## src/rtl/benes4_unscramble_ser.sv

```systemverilog
// Receive-side unscrambler for the 4-port Benes network: undoes the switch
// permutation on one captured vector and streams the words out x1..x4.
module benes4_unscramble_ser #(
    parameter int Q = 15,
    parameter int N = 32,
    parameter int m = 3
) (
    input  logic         clk,
    input  logic         reset,
    input  logic         in_valid,
    output logic         in_ready,
    input  logic [N-1:0] y1,
    input  logic [N-1:0] y2,
    input  logic [N-1:0] y3,
    input  logic [N-1:0] y4,
    input  logic [m-1:0] s,
    output logic         out_valid,
    input  logic         out_ready,
    output logic [N-1:0] out_data,
    output logic [1:0]   out_idx,
    output logic         out_last,
    output logic         busy
);

    typedef enum logic [0:0] {
        IDLE  = 1'b0,
        DRAIN = 1'b1
    } state_t;

    state_t       state_r;
    state_t       state_n;
    logic [N-1:0] word_buf_r [4];
    logic [N-1:0] word_buf_n [4];
    logic [N-1:0] y_s        [4];
    logic [1:0]   idx_r;
    logic [1:0]   idx_n;
    logic [1:0]   k_s;
    logic         accept_s;
    logic [N-1:0] out_data_r;
    logic [1:0]   out_idx_r;
    logic         out_last_r;
    logic         out_valid_r;
    logic         busy_r;

    // XOR mask applied to word indices by the forward network for setting sw.
    function automatic logic [1:0] perm_mask(input logic [2:0] sw);
        return {sw[1], sw[2] ^ sw[0]};
    endfunction

    // Handshake: a new vector may land in IDLE or on the final accepted beat.
    always_comb begin
        in_ready = 1'b0;
        if (reset) begin
            in_ready = 1'b0;
        end else if (state_r == IDLE) begin
            in_ready = 1'b1;
        end else begin
            in_ready = (idx_r == 2'd3) && out_ready;
        end
    end

    assign accept_s = in_valid && in_ready;

    // Next-state, beat index and buffer load (inverse permutation at capture).
    always_comb begin
        y_s[0]  = y1;
        y_s[1]  = y2;
        y_s[2]  = y3;
        y_s[3]  = y4;
        k_s     = perm_mask(s[2:0]);
        state_n = state_r;
        idx_n   = idx_r;
        for (int i = 0; i < 4; i++) begin
            word_buf_n[i] = word_buf_r[i];
        end
        case (state_r)
            IDLE: begin
                if (accept_s) begin
                    state_n = DRAIN;
                    idx_n   = 2'd0;
                end else begin
                    state_n = IDLE;
                end
            end
            DRAIN: begin
                if (!out_ready) begin
                    idx_n = idx_r;
                end else if (idx_r != 2'd3) begin
                    idx_n = idx_r + 2'd1;
                end else if (accept_s) begin
                    idx_n = 2'd0;
                end else begin
                    state_n = IDLE;
                    idx_n   = 2'd0;
                end
            end
            default: begin
                state_n = IDLE;
                idx_n   = 2'd0;
            end
        endcase
        if (accept_s) begin
            for (int i = 0; i < 4; i++) begin
                word_buf_n[i] = y_s[2'(i) ^ k_s];
            end
        end else begin
            idx_n = idx_n;
        end
    end

    // State, buffer and registered output stage.
    always_ff @(posedge clk) begin
        if (reset) begin
            state_r     <= IDLE;
            idx_r       <= 2'd0;
            out_data_r  <= {N{1'b0}};
            out_idx_r   <= 2'd0;
            out_last_r  <= 1'b0;
            out_valid_r <= 1'b0;
            busy_r      <= 1'b0;
            for (int i = 0; i < 4; i++) begin
                word_buf_r[i] <= {N{1'b0}};
            end
        end else begin
            state_r <= state_n;
            idx_r   <= idx_n;
            for (int i = 0; i < 4; i++) begin
                word_buf_r[i] <= word_buf_n[i];
            end
            if (state_n == DRAIN) begin
                out_data_r  <= word_buf_n[idx_n];
                out_idx_r   <= idx_n;
                out_last_r  <= (idx_n == 2'd3);
                out_valid_r <= 1'b1;
                busy_r      <= 1'b1;
            end else begin
                out_data_r  <= {N{1'b0}};
                out_idx_r   <= 2'd0;
                out_last_r  <= 1'b0;
                out_valid_r <= 1'b0;
                busy_r      <= 1'b0;
            end
        end
    end

    assign out_data  = out_data_r;
    assign out_idx   = out_idx_r;
    assign out_last  = out_last_r;
    assign out_valid = out_valid_r;
    assign busy      = busy_r;

endmodule

```

## config.mk

```make
export PLATFORM = sky130hd
export DESIGN_NAME = benes4_unscramble_ser
export DESIGN_NICKNAME = d
export VERILOG_FILES = /design/src/rtl/benes4_unscramble_ser.sv
export SDC_FILE = /design/constraint.sdc
export NUM_CORES = 1
export LEC_CHECK = 0
export ABC_AREA = 1
export CORE_MARGIN = 2
export CORE_UTILIZATION = 48
export DETAILED_ROUTE_END_ITERATION = 12
export PLACE_DENSITY_LB_ADDON = 0.3
export SETUP_SLACK_MARGIN = 0.02
export SYNTH_ARGS = -nofsm -noshare
export SYNTH_HDL_FRONTEND = slang
export SYNTH_SLANG_ARGS = --single-unit
```

## constraint.sdc

```tcl
create_clock -name clk -period 1.5 [get_ports clk]
set_input_delay 0.375 -clock clk [delete_from_list [all_inputs] [get_ports clk]]
set_output_delay 0.375 -clock clk [all_outputs]
set_load 0.1 [all_outputs]
```

==> flow_metrics.py, run 1 <==
metrics = {
    "yosys": {
        "yosys.area.top_type": "nand3_1",
        "postSynthCellCount": 1457,
        "ys.flop_type": "dfxtp_1",
        "synth_edf_count": 0,
        "yosysTopAreaCellShare_pct": 37.6,
        "synthTopCellsByCount": "nand3_1, nand2_1, dfxtp_1, a21oi_1, clkbuf_1",
        "ys_seq_elements": 166,
        "synth.most_common_cell": "nand3_1",
        "synthesis.area_um2": 9410,
        "synthTopCellsByArea": "nand3_1, dfxtp_1, nand2_1, a21oi_1, buf_2",
        "yosysUniqueCellTypes": 18,
        "async_flop_share_pct": 0,
        "ys_warn_count": 0,
        "synth.net_count": 1593,
        "syn_area_per_cell_um2": 6.46,
        "ys_seq_area_share_pct": 35.3,
    },
    "floorplanning": {
        "die_w_um": 144,
        "initial_core_util_pct": 48.7,
        "io_pins": 173,
        "die_h_um": 144,
        "rows": 51,
    },
    "timing": {
        "grt-worst-endpoint": "out_data[16]$_SDFF_PP0_/D",
        "worstEpCategory": "register input",
    },
    "global_route": {
        "grt_overflow_total": 1983,
        "grt_max_degree": 98,
        "grt_util_all_layers_pct": 104,
    },
    "clocking": {
        "clock_sinks": 166,
        "ctsHoldBuffers": 0,
        "numCtsBuffers": 17,
        "htreeDepth": 4,
        "cts_max_path_buffers": 2,
        "root_buffer": "clkbuf_16",
    },
    "status": {
        "error": "[ERROR GRT-0232] Routing congestion too high. Check the congestion heatmap in the GUI.",
        "outcome": "stopped before the end",
        "lastStage": "5_1_grt",
    },
    "placed_design": {
        "dp_hpwl_mm": 21.6,
        "portBuffers": 172,
        "gp_congestion": 0.881,
    },
}
-- routing by layer --
| layer | overflow | track usage [%] |
|---|---|---|
| met2 | 1470 | 136 |
| met3 | 30 | 78.8 |
| met1 | 23 | 91.2 |
| met5 | 8 | 60.7 |
| met4 | 452 | 119 |
-- kinds of logic after synthesis --
group	after synthesis	share of synthesized area, %
and+or+nand+nor	982	48.7
AOI/OAI and AO/OA	163	8.67
buffers and inverters	145	7.15
DFF	166	35.3
adders and majority gates	1	0.133
-- what timing repair did --
| action | CTS |
|---|---|
| setup buffers | 46 |
| endpoints found under the hold margin | 0 |
| gates resized for setup | 569 |
| endpoints found under the setup margin | 168 |
| gates cloned | 37 |
| pin swaps | 100 |
-- through the flow --
step	instance area, um^2	instances	setup slack (ps)	hold WS (ps)	setup TNS [ps]
2_1_floorplan	9690	1457	-12.8	450	-345
3_3_place_gp	12900	1916	-735	458	-94280
3_5_place_dp	12900	1916	-780	463	-101160
4_1_cts	17500	2027	-343	418	-31410
==> inputs of run 2 (changes only) <==
CORE_UTILIZATION = 40   (was 48)
PLACE_DENSITY_LB_ADDON = 0.15   (was 0.3)
SETUP_SLACK_MARGIN = not set   (was 0.02)
clock period = 1.95 ns   (was 1.5 ns; I/O delays follow)
==> flow_metrics.py, run 2 <==
metrics = {
    "critical_path": {
        "critical_path.cell_chain": "ha_4, nand2_1, nand2_2, inv_4, nor2_4, buf_12",
        "start_kind": "flop",
        "crit_slowest_cell": "dfxtp_2",
        "cp_top_family": "flip-flops",
        "path_class": "flop to output pin",
        "critPathLaunch": "idx_r[0]",
        "cp-end-kind": "output pin",
        "crit_buf_inv": 2,
        "cp_slowest_stage_delay_ps": 360,
        "crit_fanout": 2,
        "arrival_ps": 1410,
        "cp.required_ps": 1460,
        "rr_startpoint": "idx_r[0]",
    },
    "floorplanning": {
        "die-area_um2": 24800,
        "rows": 56,
        "core_um2": 23300,
        "die_h_um": 157,
        "initial_core_util_pct": 40.5,
        "io_pins": 173,
        "die_w_um": 157,
    },
    "timing": {
        "fin_worst_skew_ps": 10.8,
        "setup_slack_ps": 56.8,
        "min_period_ps": 1890,
        "slew_headroom_pct": 59.5,
        "final-hold-violation-count": 0,
        "tightest_slew_ps": 607,
        "period_share_pct": 97.1,
        "fmax_mhz": 528,
        "setup_viol": 0,
        "rsz0062_at_grt": "no",
        "slew_viol_final": 0,
    },
    "status": {
        "outcome": "finished clean",
    },
    "routing": {
        "drcViolationCount": 0,
        "drtIter0Drc": 963,
        "vias": 11400,
        "dr.pass1.iters": 9,
        "routed_wl_mm": 33.4,
        "viasPerCell": 5.70,
        "ant_nets": 0,
        "wl_per_cell_um": 16.7,
    },
    "yosys": {
        "yosysUniqueCellTypes": 18,
        "synthMuxAreaShare_pct": 0,
        "ys_warn_count": 0,
        "yosysTopAreaCellShare_pct": 37.6,
        "ys_seq_elements": 166,
        "synth.most_common_cell": "nand3_1",
        "synth_xor_area_share_pct": 0,
        "ys.flop_type": "dfxtp_1",
        "async_flop_share_pct": 0,
        "synth_edf_count": 0,
        "ys_seq_area_share_pct": 35.3,
        "synth_top_family_by_area": "simple AND/OR/NAND/NOR gates",
        "synth_compound_area_share_pct": 8.67,
        "synth.net_count": 1593,
        "synthTopCellsByCount": "nand3_1, nand2_1, dfxtp_1, a21oi_1, clkbuf_1",
        "syn_area_per_cell_um2": 6.46,
        "synth_fa_ha_area_share_pct": 0.133,
        "postSynthCellCount": 1457,
        "synthTopCellsByArea": "nand3_1, dfxtp_1, nand2_1, a21oi_1, buf_2",
        "yosys.area_share.simple_pct": 48.7,
        "synthesis.area_um2": 9410,
        "yosys.area.top_type": "nand3_1",
    },
    "finish": {
        "final_net_count": 1799,
        "syn2layout_area_growth_pct": 43.0,
        "largest-register": "word_buf_r",
        "largest_reg_flops": 128,
        "final_common_cell": "nand3_1",
        "instances_no_fill": 1995,
        "final_cell_mix": "nand3_1, nand2_1, dfxtp_1, a21oi_1, clkdlybuf4s50_1",
        "diodes": 0,
        "fin_area_um2": 13500,
        "drive_gt1_share_pct": 14.6,
    },
    "global_route": {
        "grt_pass1_wl_mm": 51.9,
        "grt_overflow_total": 0,
        "grt_max_degree": 131,
        "antenna_found_initial": 0,
        "grt_pass1_vias": 10400,
        "grt_util_all_layers_pct": 26.0,
    },
    "pwr": {
        "p_leak_nw": 5.44,
        "ir_drop_uv": 557,
        "powerDensity_nw_per_um2": 750,
    },
    "placed_design": {
        "dp_hpwl_mm": 21.9,
        "portBuffers": 172,
        "numPlacedInstances": 1959,
        "place_area_um2": 12800,
        "place_ws_ps": -418,
        "gp_congestion": 0.805,
    },
    "clocking": {
        "clock_sinks": 166,
        "clock_latency_ps": 430,
        "numCtsBuffers": 17,
        "root_buffer": "clkbuf_16",
        "cts_max_path_buffers": 2,
        "clk_transition_reported_paths_ps": 70,
        "htreeDepth": 4,
        "cts_tree": "done",
        "ctsHoldBuffers": 0,
    },
    "min_path": {
        "holdCritPathClass": "flop to flop",
        "min-delay-start": "word_buf_r[2][5]",
    },
    "run": {
        "cap_violations": 0,
    },
}
[run 2: cell counts after synthesis]
Identical to the previous run, type by type.
[run 2: logic make-up (layout without fill, tap and decap cells)]
group           after synthesis  after routing
buf+inv                     145            364
compound gates              163            163
fa+ha+maj                     1              1
simple gates                982            982
flops                       166            166
[run 2: tightest hold or removal path, delay by kind of cell (launching register included)]
kind | cells | cell delay [ps]
flops | 1 | 300
compound gates | 1 | 60
simple gates | 1 | 70
[run 2: stage by stage]
step           TNS [ps]  hold WS, ps  total power [mW]  utilization (%)
6_report              0          469              10.1             57.9
3_5_place_dp     -43150          462              6.70             54.9
5_1_grt               0          484              10.5             57.9
3_3_place_gp     -38530          458              6.67             54.9
4_1_cts               0          473              10.1             57.5
2_1_floorplan         0          451              5.47                -
[run 2: what timing repair did]
action | 4_1_cts | 5_1_grt
endpoints found under the hold margin | 0 | 0
pin swaps | 1 | 1
buffers inserted | 3 | 0
cloned | 0 | 2
setup endpoints to repair | 1 | 48
resized for setup | 7 | 9
[run 2: path summary, 6_finish.rpt]
check	to	slack, ps	depth (start not counted)
hold / removal	word_buf_r[2][5]	470	2
setup / recovery	in_ready	60	6
hold reg to reg	word_buf_r[2][5]	470	2
setup reg to reg	out_data[4]	80	12
[run 2: layout make-up]
type / count / area [um^2]
fillers: 2175 / 9800
repair buffers: 321 / 3610
clock buffers: 20 / 437
well taps: 319 / 399
clock inverters: 12 / 144
inverters: 11 / 56.3
multi-input cells: 1146 / 5490
flip-flops and latches: 166 / 3330
[run 2: power breakdown]
part	switching [mW]	internal, mW	total (mW)
clock	1.48	1.91	3.40
combinational	1.79	1.25	3.03
sequential	0.0860	3.58	3.67
[run 2: layer usage]
metal  vias to the layer above  GRT usage (%)  routed length, um
li1                       5578              -                  -
met2                       488           44.0              15800
met4                         0           9.57                883
met5                         -              0                  0
met1                      5223           33.7              14400
met3                        76           3.50               2370
Power figures use the tool's default switching activity.
==> inputs of run 3 (changes only) <==
CAP_MARGIN = 5   (was not set)
==> results of run 3 <==
No change in the layout: final DEF, timing and power equal those of run 2.
